### src/rtl/bcd_pkg.sv
// Shared types and elaboration helpers for the sequential binary-to-BCD converter.
package bcd_pkg;
  typedef enum logic [1:0] {IDLE, SHIFT, DONE} state_t;

  localparam int BCD_DIGIT_W = 4;

  function automatic int cnt_w(input int bin_w);
    return $clog2(bin_w + 1);
  endfunction

  // Decimal digits needed to represent v (0 still needs one digit).
  function automatic int min_digits(input int v);
    int n;
    int r;
    n = 1;
    r = v;
    while (r >= 10) begin
      r = r / 10;
      n = n + 1;
    end
    return n;
  endfunction
endpackage

### src/rtl/seq_bin_to_bcd_if.sv
// Start/busy/done handshake and result bus of the binary-to-BCD converter.
interface seq_bin_to_bcd_if #(
  parameter int BIN_W  = 10,
  parameter int DIGITS = 4
);
  logic                  start;
  logic [BIN_W-1:0]      bin_in;
  logic                  busy;
  logic                  done;
  logic [4*DIGITS-1:0]   bcd_out;
  logic                  sat;

  modport master (output start, bin_in, input busy, done, bcd_out, sat);
  modport slave  (input start, bin_in, output busy, done, bcd_out, sat);
endinterface

### src/rtl/bcd_add3_digit.sv
// One double-dabble correction: a BCD digit of 5 or more gets +3 before the shift.
import bcd_pkg::*;

module bcd_add3_digit (
  input  logic [BCD_DIGIT_W-1:0] d,
  output logic [BCD_DIGIT_W-1:0] q
);
  assign q = (d >= 4'd5) ? d + 4'd3 : d;
endmodule

### src/rtl/seq_bin_to_bcd.sv
// Iterative shift-add-3 converter, one operand bit per clock, optional input clamp.
import bcd_pkg::*;

module seq_bin_to_bcd #(
  parameter int BIN_W   = 10,
  parameter int DIGITS  = 4,
  parameter int SAT_EN  = 1,
  parameter int SAT_MAX = 511
) (
  input  logic           clk,
  input  logic           rst_n,
  seq_bin_to_bcd_if.slave bus
);
  localparam int CNT_W = cnt_w(BIN_W);
  localparam int MAXV  = (SAT_EN != 0) ? SAT_MAX : (1 << BIN_W) - 1;
  localparam int TOT_W = BCD_DIGIT_W*DIGITS + BIN_W;
  localparam logic [BIN_W-1:0] SAT_V   = BIN_W'(SAT_MAX);
  localparam logic [CNT_W-1:0] LAST_IT = CNT_W'(BIN_W - 1);

  if (BIN_W < 1 || BIN_W > 20) begin : g_bad_w
    $fatal(1, "seq_bin_to_bcd: BIN_W out of range 1..20");
  end
  if (SAT_EN != 0 && (SAT_MAX < 0 || SAT_MAX >= (1 << BIN_W))) begin : g_bad_sat
    $fatal(1, "seq_bin_to_bcd: SAT_MAX does not fit in BIN_W bits");
  end
  if (DIGITS < min_digits(MAXV)) begin : g_bad_digits
    $fatal(1, "seq_bin_to_bcd: DIGITS too small for the largest operand");
  end

  state_t                            state;
  logic [BIN_W-1:0]                  opnd;
  logic [DIGITS-1:0][BCD_DIGIT_W-1:0] scr;
  logic [DIGITS-1:0][BCD_DIGIT_W-1:0] adj;
  logic [CNT_W-1:0]                  cnt;
  logic                              sat_pend;
  logic                              over;
  logic [TOT_W-1:0]                  shifted;

  assign over    = (SAT_EN != 0) && (bus.bin_in > SAT_V);
  assign shifted = {adj, opnd} << 1;

  for (genvar i = 0; i < DIGITS; i++) begin : g_add3
    bcd_add3_digit u_add3 (.d(scr[i]), .q(adj[i]));
  end

  always_ff @(posedge clk or negedge rst_n) begin
    if (!rst_n) begin
      state       <= IDLE;
      opnd        <= '0;
      scr         <= '0;
      cnt         <= '0;
      sat_pend    <= 1'b0;
      bus.busy    <= 1'b0;
      bus.done    <= 1'b0;
      bus.bcd_out <= '0;
      bus.sat     <= 1'b0;
    end else begin
      bus.done <= 1'b0;
      case (state)
        IDLE: if (bus.start) begin
          opnd     <= over ? SAT_V : bus.bin_in;
          sat_pend <= over;
          scr      <= '0;
          cnt      <= '0;
          bus.busy <= 1'b1;
          state    <= SHIFT;
        end
        SHIFT: begin
          {scr, opnd} <= shifted;
          cnt         <= cnt + 1'b1;
          if (cnt == LAST_IT) state <= DONE;
        end
        DONE: begin
          // Outputs change only here, so the display mux never sees partial sums.
          bus.bcd_out <= scr;
          bus.sat     <= sat_pend;
          bus.done    <= 1'b1;
          bus.busy    <= 1'b0;
          state       <= IDLE;
        end
        default: state <= IDLE;
      endcase
    end
  end
endmodule
### src/flat_wrapper.sv
// flat-port wrapper written by rule: the top's interface ports become plain ports
module seq_bin_to_bcd_flat 
#(
  parameter int BIN_W   = 10,
  parameter int DIGITS  = 4,
  parameter int SAT_EN  = 1,
  parameter int SAT_MAX = 511
)
  (clk, rst_n, bus_start, bus_bin_in, bus_busy, bus_done, bus_bcd_out, bus_sat);
  seq_bin_to_bcd_if #(.BIN_W(BIN_W), .DIGITS(DIGITS)) bus_i ();
  input  logic clk;
  input  logic rst_n;
  input wire logic [$bits(bus_i.start)-1:0] bus_start;
  input wire logic [$bits(bus_i.bin_in)-1:0] bus_bin_in;
  output wire logic [$bits(bus_i.busy)-1:0] bus_busy;
  output wire logic [$bits(bus_i.done)-1:0] bus_done;
  output wire logic [$bits(bus_i.bcd_out)-1:0] bus_bcd_out;
  output wire logic [$bits(bus_i.sat)-1:0] bus_sat;
  assign bus_i.start = bus_start;
  assign bus_i.bin_in = bus_bin_in;
  assign bus_busy = bus_i.busy;
  assign bus_done = bus_i.done;
  assign bus_bcd_out = bus_i.bcd_out;
  assign bus_sat = bus_i.sat;
  seq_bin_to_bcd #(.BIN_W(BIN_W), .DIGITS(DIGITS), .SAT_EN(SAT_EN), .SAT_MAX(SAT_MAX)) u_core (.clk(clk), .rst_n(rst_n), .bus(bus_i));
endmodule
### config.mk
export PLATFORM = sky130hd
export DESIGN_NAME = seq_bin_to_bcd_flat
export DESIGN_NICKNAME = d
export VERILOG_FILES = /design/src/rtl/bcd_pkg.sv /design/src/rtl/seq_bin_to_bcd_if.sv /design/src/rtl/bcd_add3_digit.sv /design/src/rtl/seq_bin_to_bcd.sv /design/src/flat_wrapper.sv
export SDC_FILE = /design/constraint.sdc
export NUM_CORES = 1
export LEC_CHECK = 0
export CORE_MARGIN = 3
export CORE_UTILIZATION = 58
export DETAILED_ROUTE_END_ITERATION = 6
export HOLD_SLACK_MARGIN = 0.1
export PLACE_DENSITY = 0.84
export SLEW_MARGIN = 20
export SYNTH_ARGS = -nofsm -noshare
export SYNTH_HDL_FRONTEND = slang
export SYNTH_SLANG_ARGS = --single-unit
### constraint.sdc
create_clock -name clk -period 3.4 [get_ports clk]
set_input_delay 0.68 -clock clk [delete_from_list [all_inputs] [get_ports clk]]
set_output_delay 0.68 -clock clk [all_outputs]
set_load 0.005 [all_outputs]
# Word-level counts from Yosys, hierarchy flattened

Index checks and enable logic that the tools add are counted.

Register bits after elaboration: 52
Bits in latches: 0
Bits in writable memories: 0
Memory bits (read-only): 0
Output and inout port bits: 19
Memories kept: 0

$add $sub $neg: 5
Multipliers: 0
Divide/modulo/power cells: 0
Order comparisons: 5
Equal/unequal tests: 5
Shift operators: 0
Mux-type cells: 17
Bitwise gates (word level): 0
Reduce and logical (&&, ||, !) cells: 7

Operator list:

| cell                  | number |
|---|---|
| $pmux W16 S2          | 1 |
| $mux W10              | 2 |
| $pmux W10 S2          | 1 |
| $ge A4 B3 Y1 const B  | 4 |
| $mux W16              | 1 |
| $mux W4               | 4 |
| $add A4 B2 Y4 const B | 3 |
| $gt A10 B9 Y1 const B | 1 |
| $pmux W4 S2           | 1 |
| $reduce_and A2 Y1     | 4 |
| $add A4 B1 Y4 const B | 1 |
| $eq A4 B4 Y1 const B  | 1 |
| $mux W2               | 2 |
| $pmux W2 S2           | 1 |
| $reduce_bool A2 Y1    | 2 |
| $add A3 B2 Y3 const B | 1 |
| $mux W3               | 1 |
| $eq A2 B1 Y1 const B  | 1 |
| $eq A2 B2 Y1 const B  | 1 |
| $logic_not A2 Y1      | 1 |
| $mux W1               | 2 |
| $ne A2 B1 Y1 const B  | 1 |
| $ne A2 B2 Y1 const B  | 1 |
| $pmux W1 S2           | 1 |

# Logic depth before layout (Yosys ltp)

Depth in word-level cells: 4
Gate-level depth with buffers: 6
Depth with buffers taken out: 6

# Hierarchy

From an unflattened synthesis, not the netlist that was laid out.

Cells, all modules: 230
Area total of the unflattened synthesis: 2519.9 um^2

Modules (own cells, without submodules):

| module         | instances | cells each | area each (um^2) | seq. area each (um^2) |
|---|---|---|---|---|
| seq_bin_to_bcd | 1         | 166        | 2114.5           | 1301.2 |
| bcd_add3_digit | 4         | 16         | 101.3            | 0.0 |

# Worst setup path before layout

OpenSTA, ideal clock, no wires.

Path kind: input to register
Start: input port bus_start
End: register u_core.scr[11] (netlist name)
Setup time: 0.122 ns
Arrival time: 1.586 ns
Required time: 3.278 ns
Path slack: 1.692 ns
Stages on the path: 6
Buffers on the path: 2
Cells stage by stage: or3b_1 > buf_6 > nand2_4 > buf_6 > o31ai_1 > a32o_1

Word-level cells in the longest chain between the ends: 2

Ends and longest elaborated chain:

| item                        | RTL line             | text |
|---|---|---|
| from (decl)                 | flat_wrapper.sv:13   | `input wire logic [$bits(bus_i.start)-1:0] bus_start;` |
| $ne A2 B2 Y1 (no line)      | n/a                  |  |
| $reduce_and A2 Y1 (no line) | n/a                  |  |
| to (signal assigned)        | seq_bin_to_bcd.sv:69 | `{scr, opnd} <= shifted;` |
| to (decl)                   | seq_bin_to_bcd.sv:32 | `logic [DIGITS-1:0][BCD_DIGIT_W-1:0] scr;` |

No other way between the ends.
A chain may end at the register's enable or synchronous reset.

# Final worst setup path

Start: input port bus_start
End: register u_core.scr[3] (netlist name)

The elaborated chain is that of the path after synthesis.

==> impl_metrics.csv <==
group,metric,value,unit
status,run_status,"finished clean",
critical_path,path_cells,"clkdlybuf4s50_1 -> or3b_1 -> nand2_4 -> o31ai_1 -> a32o_1",
placement,hpwlAfterDp,2890,µm
power_and_ir_drop,p_switching,0.888,mW
timing,tns,0,ns
routing,vias_per_cell,5.48,
critical_path,critPathMaxStageDelay,0.51,ns
logic_synthesis,synth_cells,218,
power_and_ir_drop,combPwrFrac,42.7,%
clock_network,clock_path_buffers,2,
timing,relSlewSlack,40.4,%
critical_path,critPathMaxFanout,11,
routing,drc,0,
power_and_ir_drop,p_clk_share,14.7,%
timing,setup_viol,0,
final_layout,fin_nets,272,
clock_network,clk-insertion-delay-late,0.30,ns
clock_network,root_buffer,"clkbuf_8",
critical_path,worstPathRequired,3.59,ns
floorplan,die_area,4820,µm²
clock_network,ctsHoldBuffers,0,
floorplan,io_pins,32,
flow_run,drv_cap,0,
power_and_ir_drop,p_int,1.60,mW
timing,tightestPinTransition,0.892,ns
timing,skew,0.00424,ns
critical_path,crit_family,"simple AND/OR/NAND/NOR gates",
logic_synthesis,synth_nets,241,
clock_network,cts_setup_buffers,0,
floorplan,die_w,69.4,µm
routing,ant_nets,0,
routing,wl_met3,143,µm
placement,portBuffers,31,
timing,hold_viol,0,
critical_path,cp.arrival,2.23,ns
logic_synthesis,synth_seq_cells,52,
floorplan,rows,22,
timing,rsz0062_at_grt,"false",
power_and_ir_drop,powerDensity,900,nW/µm²
power_and_ir_drop,ir_worst_vdd,0.000573,V
critical_path,r2r_setup_slack,1.73,ns
timing,fin_crit_sh,60.0,%
critical_path,worstSetupPathType,"in -> reg",
routing,met2_length,1980,µm
power_and_ir_drop,switching_share,35.7,%
placement,gp_congestion,0.798,
final_layout,n_antenna_cell,0,
routing,highest_layer,"met4",
global_route,grt_pass1_wl,7120,µm
floorplan,core,3770,µm²
logic_synthesis,ys_warn_count,0,
floorplan,initial_core_util,61.8,%
routing,firstDrtPassIters,4,
min_path,hold_class,"in -> async",
critical_path,worstSetupEndpointType,"flip-flop",
critical_path,crit_slowest_cell,"or3b_1",
final_layout,nFillCells,264,
clock_network,cts_tree,"built",
final_layout,area_growth,18.5,%
final_layout,final_layout_size_suffix_gt1_share,8.84,%
global_route,grt-ovfl-total,0,
critical_path,start_kind,"primary input",
logic_synthesis,syn_area_per_cell,10.7,µm²
global_route,grt_pass1_vias,1586,
routing,vias,1627,
timing,setup_ws,1.36,ns
clock_network,cts.clk_slew.worst_paths,0.08,ns
timing,finalMaxSlewViolations,0,
timing,max_freq,490,MHz
floorplan,die-height,69.4,µm
clock_network,cts_resized,0,
power_and_ir_drop,p_leak,1.28,nW
power_and_ir_drop,seqPwrFrac,42.7,%
logic_synthesis,synth_cell_types,27,
global_route,antenna_found_initial,0,
logic_synthesis,yosysSeqAreaShare,55.8,%
routing,wirelength,4100,µm
placement,pre_cts_ws,1.07,ns
logic_synthesis,synthesis.area,2330,µm²
global_route,grt_max_degree,33,
timing,finalCriticalPeriod,2.04,ns
power_and_ir_drop,finalPower,2.49,mW
critical_path,path_buf_inv,1,
routing,first_iter_violations,85,
clock_network,cts_buffers,5,
routing,wirelength_met1,1910,µm
global_route,track_usage,18.6,%
routing,wire_per_inst,13.8,µm
clock_network,clock-sinks,52,
clock_network,htree_levels,2,
-- synthesized netlist by cell type --
master | n | area share (%)
dfrtp_1 | 52 | 56
nand2_1 | 35 | 5.6
o21ai_0 | 24 | 5.2
nand3_1 | 12 | 2.6
inv_1 | 11 | 1.8
ha_1 | 10 | 5.4
mux2_2 | 9 | 4.3
a21oi_1 | 8 | 1.7
clkbuf_1 | 6 | 0.97
o22ai_1 | 6 | 1.6
nand2b_1 | 5 | 1.3
o31ai_1 | 5 | 1.6
a22o_1 | 4 | 1.5
a32o_1 | 4 | 1.7
mux2i_1 | 4 | 1.7
xnor2_1 | 4 | 1.5
buf_2 | 3 | 0.64
nor2_1 | 3 | 0.48
nor3b_1 | 3 | 0.97
buf_6 | 2 | 0.97
nor3_1 | 2 | 0.43
nand2_4 | 1 | 0.48
nand4_1 | 1 | 0.27
nor2b_1 | 1 | 0.27
o32ai_1 | 1 | 0.38
or3b_1 | 1 | 0.38
xor2_1 | 1 | 0.38
-- layer usage --
metal,global-route usage (%),vias up
met5,0,-
met4,7.38,0
met3,4.93,6
met2,30.8,36
met1,23.1,771
li1,-,814
-- registers in the layout, indices dropped and copies added, names as in the netlist --
| register | count |
|---|---|
| u_core.scr | 16 |
| u_core.bus.bcd_out | 16 |
| u_core.state | 2 |
| u_core.cnt | 4 |
| u_core.sat_pend | 1 |
| u_core.opnd | 10 |
| u_core.bus.done | 1 |
| u_core.bus.busy | 1 |
| u_core.bus.sat | 1 |
-- worst paths after layout --
kind / from / end / cells past startpoint
max in group asynchronous: rst_n / u_core.bus.bcd_out[14] / 2
min reg2reg: u_core.opnd[8] / u_core.opnd[9] / 2
max: bus_start / u_core.scr[3] / 5
min: rst_n / u_core.bus.bcd_out[7] / 1
max reg2reg: u_core.state[1] / u_core.scr[3] / 4
min in group clk: u_core.opnd[8] / u_core.opnd[9] / 2
-- power groups by stage --
stage	clock [mW]	sequential [mW]	combinational, mW
3_3_place_gp	0	1.06	1.02
3_5_place_dp	0	1.07	1.07
2_1_floorplan	0	1.04	0.726
6_report	0.365	1.06	1.06
4_1_cts	0.377	1.06	1.08
5_1_grt	0.404	1.10	1.19
-- final cells by class --
cell class | count | area [µm²] | area share, %
Clock buffer | 7 | 96.3 | 3.49
Sequential cell | 52 | 1300 | 47.1
Inverter | 11 | 41.3 | 1.49
Multi-Input combinational cell | 144 | 928 | 33.6
Tap cell | 48 | 60.1 | 2.17
Timing Repair Buffer | 35 | 335 | 12.1
-- through the flow --
| step | std cells | hold slack [ns] | util [%] | cell area, µm² |
|---|---|---|---|---|
| 4_1_cts | 297 | 0.429 | 73.3 | 2760 |
| 5_1_grt | 297 | 0.455 | 73.3 | 2760 |
| 6_report | 297 | 0.420 | 73.3 | 2760 |
| 3_5_place_dp | 290 | 0.447 | 70.7 | 2670 |
| 2_1_floorplan | 218 | 0.384 | - | 2330 |
| 3_3_place_gp | 290 | 0.450 | 70.7 | 2670 |
-- cells by family (layout without fill, tap and decap cells) --
| logic type | after synthesis | count (layout) | share of synthesized area [%] |
|---|---|---|---|
| muxes | 13 | 13 | 6.07 |
| buffers and inverters | 22 | 53 | 4.35 |
| AOI/OAI and AO/OA | 52 | 52 | 13.7 |
| DFF | 52 | 52 | 55.8 |
| xor gates and xnor gates | 5 | 5 | 1.88 |
| adders and majority gates | 10 | 10 | 5.37 |
| and+or+nand+nor | 64 | 64 | 12.8 |
-- cells in the final DEF (no fill, tap or decap), types with 5 or more instances in the layout --
cell type / Yosys / routed
o31ai_1: 5 / 5
nand2_1: 35 / 35
o21ai_0: 24 / 24
ha_1: 10 / 10
inv_1: 11 / 11
nand2b_1: 5 / 5
o22ai_1: 6 / 6
nand3_1: 12 / 12
clkbuf_8: 0 / 7
a21oi_1: 8 / 8
dfrtp_1: 52 / 52
mux2_2: 9 / 9
clkdlybuf4s50_1: 0 / 30
Power figures use the tool's default switching activity.
